<file path="config.mk">
export PLATFORM = sky130hd
export DESIGN_NAME = lut_access_arbiter
export DESIGN_NICKNAME = d
export VERILOG_FILES = /design/src/rtl/hcordic_pkg.sv /design/src/rtl/lut_access_arbiter_rr.sv /design/src/rtl/lut_access_arbiter.sv
export SDC_FILE = /design/constraint.sdc
export NUM_CORES = 1
export LEC_CHECK = 0
export BUFFER_PORTS_ARGS = -buffer_cell sky130_fd_sc_hd__buf_2
export CAP_MARGIN = 5
export CORE_MARGIN = 2
export CORE_UTILIZATION = 40
export CTS_CLUSTER_DIAMETER = 100
export DETAILED_ROUTE_END_ITERATION = 8
export GPL_TIMING_DRIVEN = 0
export PLACE_DENSITY = 0.84
export SETUP_SLACK_MARGIN = 0.2
export SLEW_MARGIN = 20
export SYNTH_ARGS = -nofsm -noshare
export SYNTH_HDL_FRONTEND = slang
export SYNTH_SLANG_ARGS = --single-unit
</file>
<file path="constraint.sdc">
create_clock -name clock -period 1.79 [get_ports clock]
set_input_delay 0.179 -clock clock [delete_from_list [all_inputs] [get_ports clock]]
set_output_delay 0.179 -clock clock [all_outputs]
set_load 0.005 [all_outputs]
</file>
<file path="src/rtl/hcordic_pkg.sv">
// Shared constants, state encoding and helpers for the CORDIC LUT sharing logic.
package hcordic_pkg;

  localparam logic [1:0] MODE_CIR = 2'b01;
  localparam logic [1:0] MODE_HYP = 2'b11;

  localparam int ADDR_W_DEF  = 8;
  localparam int DATA_W_DEF  = 32;
  localparam int TIMEOUT_DEF = 15;

  // Wide enough for any TIMEOUT in 1..255.
  localparam int CNT_W = 8;

  typedef enum logic [1:0] {
    ST_IDLE  = 2'd0,
    ST_ISSUE = 2'd1,
    ST_WAIT  = 2'd2,
    ST_RESP  = 2'd3
  } lut_state_e;

  function automatic logic mode_valid(input logic [1:0] mode);
    return (mode == MODE_CIR) || (mode == MODE_HYP);
  endfunction

endpackage

</file>
<file path="src/rtl/lut_access_arbiter_rr.sv">
// Two-way round-robin arbiter: one-hot grant from the request pair; the
// priority pointer moves to the non-winner whenever the owner strobes update.
module rr_arbiter2 (
  input  logic       clock,
  input  logic       reset_n,
  input  logic [1:0] req,
  input  logic       update,
  output logic [1:0] grant
);

  logic prio_reg;

  always_comb begin
    grant = 2'b00;
    case (req)
      2'b01:   grant = 2'b01;
      2'b10:   grant = 2'b10;
      2'b11:   grant = prio_reg ? 2'b10 : 2'b01;
      default: grant = 2'b00;
    endcase
  end

  // grant[0] set means requester 0 won, so requester 1 gets priority next.
  always_ff @(posedge clock or negedge reset_n) begin
    if (!reset_n) begin
      prio_reg <= 1'b0;
    end else if (update && (grant != 2'b00)) begin
      prio_reg <= grant[0];
    end
  end

endmodule

</file>
<file path="src/rtl/lut_access_arbiter.sv">
// Shares one rotation-LUT port between the rotation and vectoring CORDIC
// engines: arbitrates, sequences the LUT handshake and returns the result.
module lut_access_arbiter
  import hcordic_pkg::*;
#(
  parameter int TIMEOUT = TIMEOUT_DEF,
  parameter int ADDR_W  = ADDR_W_DEF,
  parameter int DATA_W  = DATA_W_DEF
) (
  input  logic              clock,
  input  logic              reset_n,
  input  logic              req0,
  input  logic              req1,
  input  logic [1:0]        mode0,
  input  logic [1:0]        mode1,
  input  logic [ADDR_W-1:0] addr0,
  input  logic [ADDR_W-1:0] addr1,
  output logic              ack0,
  output logic              ack1,
  output logic              err,
  output logic [DATA_W-1:0] kappa_out,
  output logic [DATA_W-1:0] theta_out,
  output logic [DATA_W-1:0] delta_out,
  output logic [1:0]        lut_mode,
  output logic [ADDR_W-1:0] lut_address,
  output logic              lut_enable,
  output logic              lut_operation,
  input  logic              lut_done,
  input  logic [DATA_W-1:0] lut_kappa,
  input  logic [DATA_W-1:0] lut_theta,
  input  logic [DATA_W-1:0] lut_delta
);

  localparam logic [CNT_W-1:0] CNT_LAST = CNT_W'(TIMEOUT - 1);

  lut_state_e state_reg, state_next;

  logic [1:0]        grant;
  logic              grant_valid;
  logic              take;
  logic              win_id;
  logic [1:0]        win_mode;
  logic [ADDR_W-1:0] win_addr;
  logic              win_mode_ok;
  logic              timeout_hit;

  logic              id_reg;
  logic              err_reg;
  logic [1:0]        mode_reg;
  logic [ADDR_W-1:0] addr_reg;
  logic [CNT_W-1:0]  cnt_reg;
  logic [DATA_W-1:0] kappa_reg;
  logic [DATA_W-1:0] theta_reg;
  logic [DATA_W-1:0] delta_reg;

  rr_arbiter2 u_arb (
    .clock   (clock),
    .reset_n (reset_n),
    .req     ({req1, req0}),
    .update  (take),
    .grant   (grant)
  );

  assign grant_valid = grant != 2'b00;
  assign win_id      = grant[1];
  assign win_mode    = win_id ? mode1 : mode0;
  assign win_addr    = win_id ? addr1 : addr0;
  assign win_mode_ok = mode_valid(win_mode);
  assign timeout_hit = cnt_reg == CNT_LAST;

  always_ff @(posedge clock or negedge reset_n) begin
    if (!reset_n) begin
      state_reg <= ST_IDLE;
    end else begin
      state_reg <= state_next;
    end
  end

  // Handshake outputs are pure state decodes, so an asynchronous reset
  // forces them low in the same instant the state returns to IDLE.
  always_comb begin
    state_next    = state_reg;
    take          = 1'b0;
    lut_enable    = 1'b0;
    lut_operation = 1'b0;
    ack0          = 1'b0;
    ack1          = 1'b0;
    err           = 1'b0;
    case (state_reg)
      ST_IDLE: begin
        if (grant_valid) begin
          take       = 1'b1;
          state_next = win_mode_ok ? ST_ISSUE : ST_RESP;
        end
      end
      ST_ISSUE: begin
        lut_enable    = 1'b1;
        lut_operation = 1'b1;
        state_next    = ST_WAIT;
      end
      ST_WAIT: begin
        // Operation stays high so the LUT can retire its done flag.
        lut_operation = 1'b1;
        if (lut_done || timeout_hit) begin
          state_next = ST_RESP;
        end
      end
      ST_RESP: begin
        ack0       = ~id_reg;
        ack1       = id_reg;
        err        = err_reg;
        state_next = ST_IDLE;
      end
      default: state_next = ST_IDLE;
    endcase
  end

  always_ff @(posedge clock or negedge reset_n) begin
    if (!reset_n) begin
      id_reg    <= 1'b0;
      err_reg   <= 1'b0;
      mode_reg  <= 2'b00;
      addr_reg  <= '0;
      cnt_reg   <= '0;
      kappa_reg <= '0;
      theta_reg <= '0;
      delta_reg <= '0;
    end else begin
      case (state_reg)
        ST_IDLE: begin
          if (take) begin
            id_reg   <= win_id;
            mode_reg <= win_mode;
            addr_reg <= win_addr;
            err_reg  <= ~win_mode_ok;
          end
        end
        ST_ISSUE: begin
          cnt_reg <= '0;
        end
        ST_WAIT: begin
          // A done on the final wait cycle still wins over the timeout.
          if (lut_done) begin
            kappa_reg <= lut_kappa;
            theta_reg <= lut_theta;
            delta_reg <= lut_delta;
            err_reg   <= 1'b0;
          end else if (timeout_hit) begin
            err_reg <= 1'b1;
          end else begin
            cnt_reg <= cnt_reg + CNT_W'(1);
          end
        end
        default: ;
      endcase
    end
  end

  assign lut_mode    = mode_reg;
  assign lut_address = addr_reg;
  assign kappa_out   = kappa_reg;
  assign theta_out   = theta_reg;
  assign delta_out   = delta_reg;

endmodule

</file>
==> flow_summary.json <==
{
  "clk-insertion-delay-late_ns": 0.41,
  "rr_startpoint": "state_reg[1]$_DFFE_PN0P_",
  "finalMaxSlewViolations": 0,
  "ir_drop_mv": 0.888,
  "track_usage_pct": 19.4,
  "drive_above_1_share_pct": 60.2,
  "n_antenna_cell": 0,
  "path_cells": "inv_2, ha_4, nor3b_4, nand2b_1, a2bb2oi_1, a31o_2",
  "fin_skew_ns": 0.0100,
  "placed_cell_area_um2": 6170,
  "maxCapViolations": 0,
  "path_delay_family": "flip-flops",
  "synth_compound_area_share_pct": 3.90,
  "finish.utilization_pct": 65.4,
  "worst-r2r-setup-slack_ns": 0.20,
  "crit_start": "state_reg[1]$_DFFE_PN0P_",
  "slowest_delay_ns": 0.45,
  "synth_top_area_cell": "dfrtp_1",
  "wl_mm": 12.5,
  "end_kind": "flip-flop",
  "design_area_um2": 7560,
  "vias_per_cell": 4.81,
  "nFillCells": 802,
  "syn2layout_area_growth_pct": 58.0,
  "hp-start": "lut_kappa[29]",
  "clk_pin_slew_worst_paths_ns": 0.05,
  "grt_max_degree": 63,
  "num_rows": 39,
  "synthSimpleGateAreaFrac_pct": 4.86,
  "p_leak_nw": 3.78,
  "synth_area_per_cell_um2": 14.5,
  "port_buffers": 230,
  "yosysWarnings": 0,
  "syn-instance-count": 330,
  "fin_crit_sh_pct": 88.9,
  "yosysSeqAreaShare_pct": 62.2,
  "start_util_pct": 41.4,
  "status": "complete, no violations",
  "gp_congestion": 0.788,
  "synth_top_family_by_area": "multiplexers",
  "setup_violations": 0,
  "die_h_um": 113,
  "cts.path.max_buffers": 2,
  "antenna_found_initial": 0,
  "htree_levels": 4,
  "slowest_stage": "dfrtp_1",
  "synth.top_cell.area_share_pct": 62.2,
  "ios": 232,
  "cp.arrival_ns": 1.88,
  "nets": 777,
  "die-width_um": 113,
  "fp.dieArea_um2": 12900,
  "syn_nets": 458,
  "synth-xor-area-share_pct": 0.732,
  "pre_cts_ws_ns": -0.117,
  "synthMuxAreaShare_pct": 24.9,
  "critPathMaxFanout": 8,
  "crit_required_ns": 2.08,
  "tightest_slew_ns": 0.549,
  "synthFlopType": "dfrtp_1",
  "start_kind": "flip-flop",
  "fin_ws_ns": 0.198,
  "synth_async_sr_flop_share_pct": 100,
  "hold_class": "primary input to flip-flop",
  "grt_overflow": 0,
  "cts_sinks": 119,
  "wl_per_cell_um": 15.6,
  "max_slew_margin_pct": 63.4,
  "synth_area_leaders": "dfrtp_1, mux2_2, mux2i_1",
  "synth_edf_count": 0,
  "finalCriticalPeriod_ns": 1.59,
  "netlist_area_um2": 4780,
  "first_pass_iters": 4,
  "drtIter0Drc": 133,
  "synth.distinct_cells": 34,
  "grt_pass1_wl_mm": 19.4,
  "dp_hpwl_mm": 8.29,
  "grt_pass1_vias": 4099,
  "cts_buffers": 17,
  "synthAdderAreaFrac_pct": 1.83,
  "drc": 0,
  "powerDensity_nw_per_um2": 1680,
  "critPathBufInv": 1,
  "dr_total_vias": 3861,
  "fmax_ghz": 0.628,
  "core-area_um2": 11600,
  "finalHoldViolCount": 0,
  "tritoncts": "yes",
  "rsz0062_at_grt": "true",
  "synth-seq-cells": 119,
  "ant_nets": 0,
  "setup.worst_path.class": "flip-flop to flip-flop",
  "root_buffer": "clkbuf_16"
}
worst register-to-register path, stage by stage, from the launching register on:
cell	delay, ns
dfrtp_1	0.45
inv_2	0.14
ha_4	0.19
nor3b_4	0.27
nand2b_1	0.14
a2bb2oi_1	0.07
a31o_2	0.22
report_power, final:
| group | switching (W) | internal, W | leakage [nW] | total (W) |
|---|---|---|---|---|
| clock network | 0.00110 | 0.00230 | 0.286 | 0.00340 |
| logic | 0.00190 | 0.00266 | 2.06 | 0.00455 |
| registers | 0.000688 | 0.00402 | 1.43 | 0.00471 |
| total | 0.00369 | 0.00898 | 3.78 | 0.0127 |
kinds of logic (layout without fill, tap and decap cells):
logic type / Yosys count / count (layout)
AOI/OAI and AO/OA: 29 / 29
xor gates and xnor gates: 4 / 4
adders and majority gates: 7 / 7
buffers and inverters: 18 / 348
DFF: 119 / 119
muxes: 107 / 107
and+or+nand+nor: 46 / 46
worst paths after layout:
check | endpoint | cells past startpoint
hold / removal | kappa_out[29]$_DFFE_PN0P_ | 2
max in group asynchronous | kappa_out[19]$_DFFE_PN0P_ | 3
setup reg to reg | err_reg$_DFFE_PN0P_ | 6
hold reg to reg | lut_address[3]$_DFFE_PN0P_ | 2
min in group asynchronous | delta_out[1]$_DFFE_PN0P_ | 2
setup / recovery | err_reg$_DFFE_PN0P_ | 6
synth_stat cells (2+ instances only):
master     number
dfrtp_1       119
buf_1           5
xor2_1          4
buf_2           5
nor2b_1         3
nor2_1         10
inv_1           4
a2bb2oi_1       2
o21ai_0        13
nand4_1         3
clkbuf_1        4
and2_1          2
ha_1            7
mux2i_1        11
a21oi_1         5
nand2_1        17
nand2b_1        3
a32o_1          2
mux2_2         96
cell usage in the layout, fill, tap and decap left out, drive strengths merged, types with 4 or more instances in the layout:
cell | Yosys | routed
a21oi | 5 | 5
buf | 10 | 252
bufinv | 0 | 4
clkbuf | 4 | 26
clkinv | 0 | 4
dfrtp | 119 | 119
dlygate4sd3 | 0 | 56
ha | 7 | 7
inv | 4 | 4
mux2 | 96 | 96
mux2i | 11 | 11
nand2 | 17 | 17
nor2 | 10 | 10
o21ai | 13 | 13
xor2 | 4 | 4
final cells by class:
type                       instances  area, um^2  share of cell area, %
sequential                       119        2980                   39.4
timing repair buffer             300        1860                   24.6
multi-input combinational        193        1810                   24.0
clock buffer                      20         437                   5.78
tap                              143         179                   2.37
clock inverter                    10         155                   2.05
buffer                            14         121                   1.61
inverter                           4        15.0                  0.199
metal layers:
metal  share of wire (%)  global-route usage, %  wire length, um
met1                  40                   21.4             4960
met2                  51                   34.5             6370
met3                 7.4                   5.84              923
met4                 1.9                   8.62              238
met5                   0                      0                0
metrics by stage:
step,TNS [ns],power (W),hold slack (ns),cells
2_1_floorplan,0,0.00687,-0.117,330
3_3_place_gp,-95.29,0.00861,0.411,703
3_5_place_dp,-4.38,0.00884,0.185,704
4_1_cts,0,0.0125,0.000439,790
5_1_grt,0,0.0135,0.00271,803
6_report,0,0.0127,0.0145,803
timing repair:
action | in CTS | in global routing
cloned | 0 | 1
hold buffers | 52 | 4
endpoints found under the setup margin | 102 | 83
setup buffers | 4 | 8
endpoints found under the hold margin | 112 | 4
pin swaps | 1 | 2
gates resized for setup | 19 | 20
Note: power is estimated with default switching activity, not from simulation.
